File: config.mk
export PLATFORM = sky130hd
export DESIGN_NAME = vec_mul_seq_ctrl
export DESIGN_NICKNAME = d
export VERILOG_FILES = /design/src/rtl/vec_mul_seq_ctrl.sv
export SDC_FILE = /design/constraint.sdc
export NUM_CORES = 1
export LEC_CHECK = 0
export ABC_AREA = 1
export CORE_MARGIN = 1.5
export CORE_UTILIZATION = 23
export CTS_CLUSTER_SIZE = 30
export DETAILED_ROUTE_END_ITERATION = 10
export GPL_ROUTABILITY_DRIVEN = 0
export HOLD_SLACK_MARGIN = 0.02
export PLACE_DENSITY = 0.47
export REMOVE_ABC_BUFFERS = 1
export SYNTH_ARGS = -nofsm -noshare
export SYNTH_HDL_FRONTEND = slang
export SYNTH_SLANG_ARGS = --single-unit
File: constraint.sdc
create_clock -name i_clk -period 2.1 [get_ports i_clk]
set_input_delay 0.315 -clock i_clk [delete_from_list [all_inputs] [get_ports i_clk]]
set_output_delay 0.315 -clock i_clk [all_outputs]
set_load 0.03 [all_outputs]
File: src/rtl/vec_mul_seq_ctrl.sv
// vec_mul_seq_ctrl: sequences one vector-multiply job.
// It pops a weight tile, pulses the multiplier weight reload, and streams
// num_vec reads from the unified buffer. Each read is written back into the
// results SRAM PIPE_LATENCY cycles later. All outputs come straight from flops.
//
// state    | meaning
// ---------+-------------------------------------------------------------
// S_IDLE   | waiting for start; job parameters latched on accept
// S_WLOAD  | waiting for a weight tile; pop it once the FIFO is non-empty
// S_RELOAD | one-cycle weight reload pulse into the multiplier
// S_STREAM | one UB read per cycle, num_vec reads in total
// S_DRAIN  | reads finished; waiting for the write-back pipe to empty
// S_DONE   | one-cycle end_ pulse, then back to idle
module vec_mul_seq_ctrl #(
  parameter int ADDRESSSIZE  = 10,
  parameter int PIPE_LATENCY = 3
) (
  input  logic                   i_clk,
  input  logic                   i_rstn,
  input  logic                   i_start,
  input  logic [ADDRESSSIZE-1:0] i_num_vec,
  input  logic [ADDRESSSIZE-1:0] i_src_base,
  input  logic [ADDRESSSIZE-1:0] i_dst_base,
  input  logic                   i_fifo_empty,
  output logic                   o_fifo_read_enable,
  output logic                   o_weight_reload,
  output logic                   o_ub_read_en,
  output logic [ADDRESSSIZE-1:0] o_ub_address,
  output logic                   o_res_write_enable,
  output logic [ADDRESSSIZE-1:0] o_res_address,
  output logic                   o_busy,
  output logic                   o_end_
);

  localparam logic [ADDRESSSIZE-1:0] L_ONE  = ADDRESSSIZE'(1);
  localparam logic [ADDRESSSIZE-1:0] L_ZERO = '0;

  typedef enum logic [2:0] {
    S_IDLE   = 3'd0,
    S_WLOAD  = 3'd1,
    S_RELOAD = 3'd2,
    S_STREAM = 3'd3,
    S_DRAIN  = 3'd4,
    S_DONE   = 3'd5
  } state_t;

  state_t                  r_state;
  state_t                  w_state_nxt;

  logic [ADDRESSSIZE-1:0]  r_num;
  logic [ADDRESSSIZE-1:0]  r_src;
  logic [ADDRESSSIZE-1:0]  r_dst;
  logic [ADDRESSSIZE-1:0]  r_rd_left;
  logic [ADDRESSSIZE-1:0]  r_wr_cnt;

  logic                    r_fifo_rd;
  logic                    r_reload;
  logic                    r_ub_en;
  logic [ADDRESSSIZE-1:0]  r_ub_addr;
  logic [PIPE_LATENCY-1:0] r_vld_sr;
  logic [ADDRESSSIZE-1:0]  r_res_addr;
  logic                    r_busy;
  logic                    r_end;

  logic                    w_accept;
  logic                    w_fifo_rd_nxt;
  logic                    w_reload_nxt;
  logic                    w_ub_en_nxt;
  logic [ADDRESSSIZE-1:0]  w_ub_addr_nxt;
  logic [ADDRESSSIZE-1:0]  w_rd_left_nxt;
  logic [PIPE_LATENCY:0]   w_vld_chain;
  logic                    w_we_nxt;

  // Read strobe delay line; bit PIPE_LATENCY-1 is the write strobe, and the
  // bit below it (or the read strobe itself for latency 1) is next cycle's write.
  assign w_vld_chain = {r_vld_sr, r_ub_en};
  assign w_we_nxt    = w_vld_chain[PIPE_LATENCY-1];

  // Next-state and next-output decode; everything defaults to idle/hold.
  always_comb begin
    w_state_nxt   = r_state;
    w_accept      = 1'b0;
    w_fifo_rd_nxt = 1'b0;
    w_reload_nxt  = 1'b0;
    w_ub_en_nxt   = 1'b0;
    w_ub_addr_nxt = r_ub_addr;
    w_rd_left_nxt = r_rd_left;
    case (r_state)
      S_IDLE: begin
        if (i_start) begin
          w_accept = 1'b1;
          if (i_num_vec == L_ZERO) begin
            w_state_nxt = S_DONE;
          end else begin
            w_state_nxt   = S_WLOAD;
            w_fifo_rd_nxt = ~i_fifo_empty;
          end
        end
      end
      S_WLOAD: begin
        // The pop is registered, so it is issued one cycle after a non-empty
        // flag is seen; the cycle after the pop moves on to the reload.
        if (r_fifo_rd) begin
          w_state_nxt  = S_RELOAD;
          w_reload_nxt = 1'b1;
        end else if (!i_fifo_empty) begin
          w_fifo_rd_nxt = 1'b1;
        end
      end
      S_RELOAD: begin
        w_state_nxt   = S_STREAM;
        w_ub_en_nxt   = 1'b1;
        w_ub_addr_nxt = r_src;
        w_rd_left_nxt = r_num - L_ONE;
      end
      S_STREAM: begin
        if (r_rd_left != L_ZERO) begin
          w_ub_en_nxt   = 1'b1;
          w_ub_addr_nxt = r_ub_addr + L_ONE;
          w_rd_left_nxt = r_rd_left - L_ONE;
        end else begin
          w_state_nxt = S_DRAIN;
        end
      end
      S_DRAIN: begin
        if (r_vld_sr == '0) begin
          w_state_nxt = S_DONE;
        end
      end
      S_DONE: begin
        w_state_nxt = S_IDLE;
      end
      default: begin
        w_state_nxt = S_IDLE;
      end
    endcase
  end

  // State register and registered control outputs.
  always_ff @(posedge i_clk or negedge i_rstn) begin
    if (!i_rstn) begin
      r_state   <= S_IDLE;
      r_fifo_rd <= 1'b0;
      r_reload  <= 1'b0;
      r_ub_en   <= 1'b0;
      r_ub_addr <= '0;
      r_rd_left <= '0;
      r_busy    <= 1'b0;
      r_end     <= 1'b0;
    end else begin
      r_state   <= w_state_nxt;
      r_fifo_rd <= w_fifo_rd_nxt;
      r_reload  <= w_reload_nxt;
      r_ub_en   <= w_ub_en_nxt;
      r_ub_addr <= w_ub_addr_nxt;
      r_rd_left <= w_rd_left_nxt;
      r_busy    <= (w_state_nxt != S_IDLE);
      r_end     <= (w_state_nxt == S_DONE);
    end
  end

  // Job parameters captured when a start is accepted.
  always_ff @(posedge i_clk or negedge i_rstn) begin
    if (!i_rstn) begin
      r_num <= '0;
      r_src <= '0;
      r_dst <= '0;
    end else if (w_accept) begin
      r_num <= i_num_vec;
      r_src <= i_src_base;
      r_dst <= i_dst_base;
    end
  end

  // Write-back: delayed read strobe, write counter and destination address.
  always_ff @(posedge i_clk or negedge i_rstn) begin
    if (!i_rstn) begin
      r_vld_sr   <= '0;
      r_wr_cnt   <= '0;
      r_res_addr <= '0;
    end else begin
      r_vld_sr <= w_vld_chain[PIPE_LATENCY-1:0];
      if (w_accept) begin
        r_wr_cnt <= '0;
      end else if (w_we_nxt) begin
        r_wr_cnt <= r_wr_cnt + L_ONE;
      end
      if (w_we_nxt) begin
        r_res_addr <= r_dst + r_wr_cnt;
      end
    end
  end

  assign o_fifo_read_enable = r_fifo_rd;
  assign o_weight_reload    = r_reload;
  assign o_ub_read_en       = r_ub_en;
  assign o_ub_address       = r_ub_addr;
  assign o_res_write_enable = r_vld_sr[PIPE_LATENCY-1];
  assign o_res_address      = r_res_addr;
  assign o_busy             = r_busy;
  assign o_end_             = r_end;

endmodule
==> results.ini <==
[outcome]
status = completed

[global_route]
overflow = 0
grt_use_total = 0.115
antenna_found_initial = 0
grt_pass1_vias = 3674
grt_start_max_net_pins = 55
grt_pass1_wl_microns = 18100

[critical_path]
end_kind = register
path_max_fanout = 8
startpoint = r_state[0]
reg2reg_from = r_state[0]
reg2regPathDepth = 12
max_stage_delay_ps = 540
crit_chain = nand2_2 -> nor2_4 -> nand2_1 -> nand2_2 -> ha_1 -> nand2_2 -> nor2_2 -> nand2_1 -> nand2_1 -> nand2_1 -> nand2_1 -> nand2_1
slowest_stage = dfrtp_1
crit_arrival_ps = 2120
setup.worst_path.start_class = register
worstSetupPathType = register to register
worstPathRequired_ps = 2320
crit_top_cell = nand2_1
endpoint = r_rd_left[8]
reg2reg_slack_ps = 200
timing.rr.end = r_rd_left[8]

[floorplan]
core_area_sq_um = 18700
num_rows = 50
initial_core_util = 0.234
floorplan.die_area_sq_um = 19900
design.portCount = 60
die_x_microns = 141
fp.dieH_microns = 141

[synth]
ys_ff_latch = 81
synth-async-reset-ratio = 1.00
synthDistinctLibCells = 40
ys_seq_area_frac = 0.463
synth_edf_count = 0
yosysWarningCount = 0
synthFlopType = dfrtp_1
synth_cells = 564
synth.cell_area_sq_um = 4380
avgSynthCellArea_sq_um = 7.76

[power_and_ir_drop]
leakagePower_nw = 2.67
power_per_cell_area_nw_per_um2 = 1570
p_sw_frac = 0.445
power_frac_comb = 0.502
pwr-share-seq = 0.327
ir_worst_vdd_mv = 0.423
p_sw_w = 0.00384
intPower_w = 0.00480
power_frac_clock = 0.171

[detailed_routing]
wl_per_cell_microns = 12.3
via_count = 3680
drtIter0Drc = 226
antenna_left = 0
vias_per_cell = 4.24
drt-total-wl_microns = 10700
drc = 0
firstDrtPassIters = 5

[clocking]
cts_buffers = 9
postCtsSetupBuffers = 0
holdBufCountCts = 1
cts_tree = yes
cts.sink_count = 81
clock_latency_ps = 330
ctsHtreeMaxLevel = 3
clock_path_buffers = 2
clockRootBuffer = clkbuf_16
clk_pin_slew_worst_paths_ps = 60
cts_resized = 0

[timing]
finalSetupViolCount = 0
fmax_mhz = 527
final-max-slew-violation-count = 0
fin_crit_sh = 0.903
slew_headroom = 0.711
finalCriticalPeriod_ps = 1900
finalClockSkew_ps = 6.41
finalHoldViolCount = 0
worstMarginPinSlew_ps = 430
rsz0062_at_grt = no

[cells_and_area]
final_cell_mix = nand2_1 (204), dfrtp_1 (81), inv_1 (62), clkdlybuf4s50_1 (58), o21ai_0 (41)
area_growth_pct = 26.1
final_area_sq_um = 5520
final_core_util = 0.295
layout_commonest_cell = nand2_1
diodes = 0
drive_gt1_frac = 0.0899
final_nets = 676

[place]
dp_hpwl_microns = 7960
port_buffers = 59
dpl_cell_area_sq_um = 5230

[hold_path]
min_path_type = register to register

[run]
cap_violations = 0

## metrics by stage
stage	setup WS, ps	total power (W)	setup TNS [ps]	std cells	hold slack (ps)
2_1_floorplan	-317	0.00579	-7110	547	19.4
3_3_place_gp	200	0.00719	0	851	277
3_5_place_dp	210	0.00724	0	851	276
4_1_cts	206	0.00876	0	868	387
5_1_grt	23.4	0.00950	0	868	402
6_report	203	0.00864	0	868	384
## state kept, by name, summed over array words and instances, names as in the netlist
name,flops
o_ub_address,10
r_dst,10
r_state,3
r_wr_cnt,10
o_res_address,10
r_rd_left,10
o_ub_read_en,1
o_end_,1
o_busy,1
r_vld_sr,3
r_num,10
r_src,10
o_fifo_read_enable,1
o_weight_reload,1
## cell usage after synthesis (all sizes together) (5+ instances only)
master | count | area [sq um]
dfrtp | 81 | 2030
nand4 | 5 | 31.3
buf | 11 | 95.1
a31oi | 5 | 46.3
a21oi | 12 | 60.1
inv | 63 | 236
nor2 | 40 | 168
nand3 | 31 | 180
ha | 12 | 150
nor3 | 11 | 55.1
clkbuf | 6 | 32.5
o21ai | 46 | 241
nand2 | 219 | 870
## metal layers
metal,GRT usage,up-vias,routed length [microns]
met4,0.0362,0,68
met3,0.0204,4,324
li1,-,1918,-
met1,0.159,1694,5450
met2,0.181,64,4830
met5,0,-,0
## area by class of cell
class,count,area [sq um]
repair buffers,71,693
clock buffers,11,253
flip-flops and latches,81,2030
multi-input cells,403,1990
fillers,2016,13200
well taps,234,293
clock inverters,5,30.0
inverters,63,236
## worst min path at each step
stage	endpoint	startpoint	cells past startpoint	slack (ps)
after floorplan	o_busy	i_rstn	0	20
after CTS	r_vld_sr[1]	r_vld_sr[0]	0	390
after global placement	o_res_address[8]	i_rstn	1	280
final	r_vld_sr[1]	r_vld_sr[0]	0	380
after global routing	r_vld_sr[1]	r_vld_sr[0]	0	400
after detailed placement	o_res_address[8]	i_rstn	1	280
## power by group through the flow
stage	sequential, W	clock (W)	combinational [W]
floorplan	0.00315	0	0.00264
global placement	0.00286	0	0.00433
detailed placement	0.00286	0	0.00437
CTS	0.00284	0.00153	0.00440
global route	0.00295	0.00160	0.00495
finish	0.00283	0.00148	0.00433
## cells by family (layout without fill, tap and decap cells)
logic type                 Yosys count  count (layout)  synth area share
and+or+nand+nor                    312             312             0.307
buffers and inverters               80             150            0.0831
xor gates and xnor gates             8               8            0.0160
adders and majority gates           13              13            0.0389
DFF                                 81              81             0.463
AOI/OAI and AO/OA                   70              70            0.0926
## worst max-delay path, delay by kind of cell, from the launching register on
family | cells | cell delay [ps]
and+or+nand+nor | 11 | 1020
DFF | 1 | 540
adders and majority gates | 1 | 220
(Power assumes the default switching activity.)
